[src/rtl/if_prefetch_queue.sv]
// Instruction prefetch queue: streams sequential IM reads, tags each word with its PC, and buffers DEPTH entries.
// Optional macro PREFETCH_BYPASS_EN presents a returning word directly when the queue is empty.
module if_prefetch_queue #(
    parameter int          DEPTH    = 4,
    parameter logic [31:0] RESET_PC = 32'h0000_0000
) (
    input  logic        clk,
    input  logic        rst,
    input  logic        redirect,
    input  logic [31:0] redirect_pc,
    input  logic        inst_ready,
    output logic        inst_valid,
    output logic [31:0] inst_out,
    output logic [31:0] inst_pc,
    output logic        IM_enable,
    output logic [31:0] IM_address,
    input  logic [31:0] IM_out
);

    localparam int AW = $clog2(DEPTH);

    logic [31:0]   fetch_pc;
    logic [31:0]   pending_pc;
    logic          pending;
    logic          kill;
    logic [31:0]   fifo_inst [DEPTH];
    logic [31:0]   fifo_pc   [DEPTH];
    logic [AW-1:0] head;
    logic [AW-1:0] tail;
    logic [AW:0]   count;
    logic [AW+1:0] credit;

    logic issue;
    logic resp_valid;
    logic bypass_hit;
    logic pop;
    logic fifo_pop;
    logic push;
    logic unused_rpc_bits;

    assign unused_rpc_bits = ^redirect_pc[1:0];

    // Credit check counts the in-flight read so a returning word always has a free slot.
    assign credit     = {1'b0, count} + {{(AW + 1){1'b0}}, pending};
    assign issue      = rst && !redirect && (credit < (AW + 2)'(DEPTH));
    assign IM_enable  = issue;
    assign IM_address = fetch_pc;
    assign resp_valid = pending && !kill;

`ifdef PREFETCH_BYPASS_EN
    assign bypass_hit = resp_valid && (count == '0);
`else
    assign bypass_hit = 1'b0;
`endif

    assign inst_valid = (count != '0) || bypass_hit;
    assign pop        = inst_valid && inst_ready && !redirect;
    assign fifo_pop   = pop && (count != '0);
    assign push       = resp_valid && !redirect && !(bypass_hit && inst_ready);

    always_comb begin
        inst_out = 32'h0;
        inst_pc  = 32'h0;
        if (count != '0) begin
            inst_out = fifo_inst[head];
            inst_pc  = fifo_pc[head];
        end else if (bypass_hit) begin
            inst_out = IM_out;
            inst_pc  = pending_pc;
        end
    end

    always_ff @(posedge clk or negedge rst) begin
        if (!rst) begin
            fetch_pc   <= RESET_PC;
            pending_pc <= 32'h0;
            pending    <= 1'b0;
            kill       <= 1'b0;
            head       <= '0;
            tail       <= '0;
            count      <= '0;
        end else if (redirect) begin
            fetch_pc <= {redirect_pc[31:2], 2'b00};
            pending  <= 1'b0;
            kill     <= pending;
            head     <= '0;
            tail     <= '0;
            count    <= '0;
        end else begin
            if (push) begin
                tail <= tail + 1'b1;
            end
            if (fifo_pop) begin
                head <= head + 1'b1;
            end
            if (push && !fifo_pop) begin
                count <= count + 1'b1;
            end else if (!push && fifo_pop) begin
                count <= count - 1'b1;
            end
            pending <= issue;
            kill    <= 1'b0;
            if (issue) begin
                pending_pc <= fetch_pc;
                fetch_pc   <= fetch_pc + 32'd4;
            end
        end
    end

    // Storage needs no reset: entries are only visible while count covers them.
    always_ff @(posedge clk) begin
        if (push) begin
            fifo_inst[tail] <= IM_out;
            fifo_pc[tail]   <= pending_pc;
        end
    end

endmodule

[config.mk]
export PLATFORM = sky130hd
export DESIGN_NAME = if_prefetch_queue
export DESIGN_NICKNAME = d
export VERILOG_FILES = /design/src/rtl/if_prefetch_queue.sv
export SDC_FILE = /design/constraint.sdc
export NUM_CORES = 1
export LEC_CHECK = 0
export CAP_MARGIN = 0
export CORE_ASPECT_RATIO = 2
export CORE_MARGIN = 4
export CORE_UTILIZATION = 45
export CTS_CLUSTER_DIAMETER = 200
export DETAILED_ROUTE_END_ITERATION = 10
export GPL_ROUTABILITY_DRIVEN = 0
export PLACE_DENSITY = 0.67
export SLEW_MARGIN = 20
export SYNTH_ARGS = -nofsm -noshare
export SYNTH_HDL_FRONTEND = slang
export SYNTH_SLANG_ARGS = --single-unit
[constraint.sdc]
create_clock -name clk -period 3 [get_ports clk]
set_input_delay 0.6 -clock clk [delete_from_list [all_inputs] [get_ports clk]]
set_output_delay 0.6 -clock clk [all_outputs]
set_load 0.1 [all_outputs]
# --- Word level (Yosys, flattened, before mapping) ---
# Memories as Yosys holds them, arrays and structs flattened.
# Cells that the tools add are included.
word_totals:
  regBits: 73
  ramBits: 256
  input_bits: 68
  output_inout_bits: 98
  wordCells: 51
  mem_count: 2
classes:
  n_addsub: 6
  n_lt_le_gt_ge: 1
  muxes: 15
  n_bitwise: 1
  reduce_logical: 19
memory_table:
  columns: ["memory", "words", "width", "read_ports", "rd_ports_with_merged_regs", "wr", "line", "source"]
  rows:
  - ["fifo_inst", 4, 32, 1, 0, 1, "26", "logic [31:0] fifo_inst [DEPTH];"]
  - ["fifo_pc", 4, 32, 1, 0, 1, "27", "logic [31:0] fifo_pc [DEPTH];"]
ops:
  columns: ["operator", "n"]
  rows:
  - ["$mux W32", 4]
  - ["$add A32 B3 Y32 const B", 1]
  - ["$logic_and A1 B1 Y1", 9]
  - ["$mux W3", 3]
  - ["$mux W2", 4]
  - ["$reduce_bool A2 Y1", 3]
  - ["$reduce_bool A3 Y1", 2]
  - ["$add A2 B1 Y2 const B", 2]
  - ["$add A3 B1 Y4", 1]
  - ["$logic_not A1 Y1", 4]
  - ["$lt A4 B3 Y1 const B", 1]
  - ["$mux W1", 4]
  - ["$add A3 B1 Y3 const B", 1]
  - ["$sub A3 B1 Y3 const B", 1]
  - ["$reduce_and A2 Y1", 1]
  - ["$not A1 Y1", 1]

# --- Logic depth before layout (Yosys ltp) ---
logic_depth:
  word_depth: 8
  mapped_depth: 9

# --- Least setup slack after synthesis ---
# Ideal clock, no wire load.
synth_timing:
  path_kind: "reg-to-output"
  from: "register count[0]"
  to: "output port inst_pc[22]"
  arrival_time_ns: 2.579
  required_time_ns: 2.400
  setup_slack_ns: -0.179
  stages_incl_launch_ff: 5
  cell_sequence: "dfrtp_1 -> or3_1 -> clkbuf_1 -> clkbuf_1 -> and2_1"
synth_between:
  elab_chain_cells: 2
synth_lines:
  columns: ["element", "line", "source"]
  rows:
  - ["start, declared", "30", "logic [AW:0] count;"]
  - ["start signal, assigned", "97", "count <= count + 1'b1;"]
  - ["start signal, assigned", "99", "count <= count - 1'b1;"]
  - ["$reduce_bool A3 Y1", null, null]
  - ["net inst_valid", "12", "output logic inst_valid,"]
  - ["$mux W32", "64", "if (count != '0) begin"]
  - ["end, declared", "14", "output logic [31:0] inst_pc,"]
# The timed path passes the listed nets, and every way through them passes these cells.

# --- Worst setup path in the final report ---
layout_timing:
  from: "register count[1]"
  to: "output port inst_out[28]"
layout_between:
  elab_chain_cells: 2
layout_lines:
  columns: ["element", "line", "source"]
  rows:
  - ["$reduce_bool A3 Y1", "64", null]
  - ["$mux W32", "64", null]
  - ["end, declared", "13", "output logic [31:0] inst_out,"]
# No other way between the ends.

==> results.py <==
metrics = {
    "clocking": {
        "postCtsSetupBuffers": 2,
        "clk_pin_slew_ns": 0.07,
        "clock_latency_ns": 0.53,
        "postCtsHoldBufs": 0,
        "cts_root_buf": "clkbuf_16",
        "cts_tree": "built",
        "htree_num_levels": 1,
        "clkSinkCount": 317,
        "cts_buffers": 26,
        "cts_resized": 0,
        "max-clock-path-buffers": 3,
    },
    "worst_setup_path": {
        "crit_chain": "or3_2 -> buf_4 -> and2_1 -> buf_12",
        "cp-start-kind": "register",
        "slowest_delay_ns": 0.52,
        "worstSetupPathType": "register to primary output",
        "path_max_fanout": 63,
        "crit_family": "simple AND/OR/NAND/NOR gates",
        "cp_slowest_cell": "or3_2",
        "critPathBufInv": 2,
        "worstPathRequired_ns": 2.40,
        "worstSetupEndpointType": "primary output",
        "arrival_ns": 2.28,
    },
    "detailed_routing": {
        "drc": 0,
        "drt-initial-drc-count": 550,
        "drt-pass1-iter-count": 4,
        "vias": 7272,
        "avgViaCountPerCell": 5.468,
        "wirelength_mm": 26.39,
        "wl_per_cell_um": 19.84,
        "final_antenna_net_count": 0,
    },
    "floorplan": {
        "die-area_um2": 31430,
        "die_w_um": 127.4,
        "num_rows": 87,
        "boundaryPins": 166,
        "start_util_pct": 45.49,
        "core_area_um2": 28190,
        "chipHeight_um": 246.8,
    },
    "synthesis": {
        "synth-async-reset-ratio_pct": 21.77,
        "synthXorXnorAreaFrac_pct": 0.3414,
        "synthTopCellsByArea": "edfxtp_1, dfrtp_1, mux4_2",
        "synth.avg_cell_area_um2": 16.24,
        "syn_area_um2": 12830,
        "seq_area_frac_synth_pct": 71.52,
        "synthMuxAreaShare_pct": 11.12,
        "synth_adder_area_share_pct": 0.6438,
        "yosysUniqueCellTypes": 48,
        "synth_warnings": 0,
        "postSynthCellCount": 790,
        "synth.largest_area_cell": "edfxtp_1",
        "ys_seq_elements": 317,
        "synth_top_area_share_pct": 58.06,
        "synth_compound_area_share_pct": 3.122,
        "synth_edf_count": 248,
        "yosys.area_share.simple_pct": 11.05,
        "synth_flop_cell": "edfxtp_1",
        "synth_top_family_by_area": "multiplexers",
    },
    "sta": {
        "whs_ns": 0.3549,
        "finalCriticalPeriod_ns": 2.883,
        "finalSetupViolations": 0,
        "maxSlewViolCount": 0,
        "worst_pin_slew_ns": 1.075,
        "slew_headroom_pct": 28.09,
        "rsz0062_at_grt": "no",
        "skew_ns": 0.007875,
        "fmax_mhz": 346.8,
        "fin_setup_tns_ns": 0,
        "timing.final.crit_share_pct": 96.10,
        "finalHoldViolations": 0,
    },
    "grt": {
        "grt_pass1_vias": 7688,
        "grt_antenna_before_repair": 0,
        "grt-ovfl-total": 0,
        "grt_usage_pct": 17.00,
        "grt_max_degree": 70,
        "grt_pass1_wl_mm": 41.93,
    },
    "flow_run": {
        "drv_cap": 0,
    },
    "cells_and_area": {
        "drive_gt1_share_pct": 23.92,
        "fin_nets": 1028,
        "diodes": 0,
        "syn2layout_area_growth_pct": 27.30,
        "final_util_pct": 57.92,
    },
    "place": {
        "numPortBuffers": 159,
        "dp.final_hpwl_mm": 16.36,
    },
    "run_status": {
        "status": "completed",
    },
    "worst_hold_path": {
        "hold_class": "input port to asynchronous set/reset pin",
    },
}
-- stage by stage --
step / instance area [µm²] / instances / setup WS (ns)
finish: 16330 / 1330 / 0.1169
global route: 16330 / 1330 / 0.01436
CTS: 16330 / 1330 / 0.06790
detailed placement: 15430 / 1280 / 0.4188
global placement: 15430 / 1280 / 0.4029
floorplan: 12840 / 793 / 0.1772
-- per-layer routing --
metal	routed length, µm	track usage (%)	up-vias
li1	-	-	3321
met1	9674	19.63	3687
met2	14930	32.38	229
met3	1196	2.032	35
met4	592	5.275	0
met5	0	0	-
-- flip-flops by register name (all words and copies together), names as in the netlist, 2 cells and up --
register and flops:
count 3, fifo_pc 120, IM_address 30, fifo_inst 128, pending_pc 30, head 2
tail 2
-- kinds of logic (layout without fill, tap and decap cells) --
logic type | count (synthesis) | count (layout)
adder cells (fa/ha/maj) | 6 | 6
flip-flops | 317 | 317
multiplexers | 65 | 65
XOR/XNOR | 5 | 5
AND/OR/NAND/NOR | 285 | 285
buffers and inverters | 55 | 236
AO/OA/AOI/OAI | 56 | 56
other | 1 | 4
-- cell usage in the layout (no fill, tap or decap), drive strengths merged, types with 5 or more instances in the layout --
| master | count |
|---|---|
| dfrtp | 69 |
| nand4 | 8 |
| o211ai | 7 |
| o21ai | 15 |
| o311ai | 8 |
| edfxtp | 248 |
| or3 | 7 |
| mux4 | 62 |
| a22oi | 5 |
| and3 | 9 |
| and2 | 70 |
| nand3 | 30 |
| buf | 117 |
| nor3 | 7 |
| clkdlybuf4s50 | 64 |
| ha | 5 |
| nor2 | 19 |
| inv | 6 |
| clkinv | 12 |
| a221o | 6 |
| nand2 | 125 |
| clkbuf | 34 |
-- final cells by class --
type / count / area [µm²]
sequential: 317 / 9179
clock buffer: 34 / 721.9
timing repair buffer: 181 / 2392
inverter: 7 / 26.28
clock inverter: 14 / 161.4
fill: 2139 / 11870
tap: 356 / 445.4
multi-input combinational: 421 / 3402
-- synth_stat cells (7+ instances only) --
| master | number |
|---|---|
| mux4_2 | 62 |
| and3_1 | 8 |
| or3_1 | 7 |
| buf_2 | 13 |
| edfxtp_1 | 248 |
| and2_1 | 70 |
| dfrtp_1 | 69 |
| nor2_1 | 19 |
| nand2_1 | 125 |
| o21ai_0 | 15 |
| o311ai_0 | 8 |
| clkbuf_1 | 23 |
| nand3_1 | 29 |
| o211ai_1 | 7 |
-- worst paths after layout --
check | start | end | slack, ns | cells past startpoint
worst max-delay path | count[1] | inst_out[28] | 0.12 | 4
worst min register to register | pending_pc[18] | fifo_pc[0][18] | 0.52 | 0
worst max register to register | count[1] | count[2] | 0.85 | 8
max in group asynchronous | rst | head[0] | 1.97 | 2
worst min-delay path | rst | IM_address[25] | 0.35 | 2
min in group clk | pending_pc[18] | fifo_pc[0][18] | 0.52 | 0
-- worst reg2reg max path: stages, from the launching register on --
cell     delay, ns
dfrtp_1       0.41
or3_2         0.52
and2_1        0.25
nor3_1        0.21
fa_1          0.27
and3_1        0.16
o21ai_0       0.07
o21ai_0       0.08
nor2_1        0.06
Power is not shown: default switching activity piles up to over one toggle a cycle in this logic, so the estimate is an artifact.
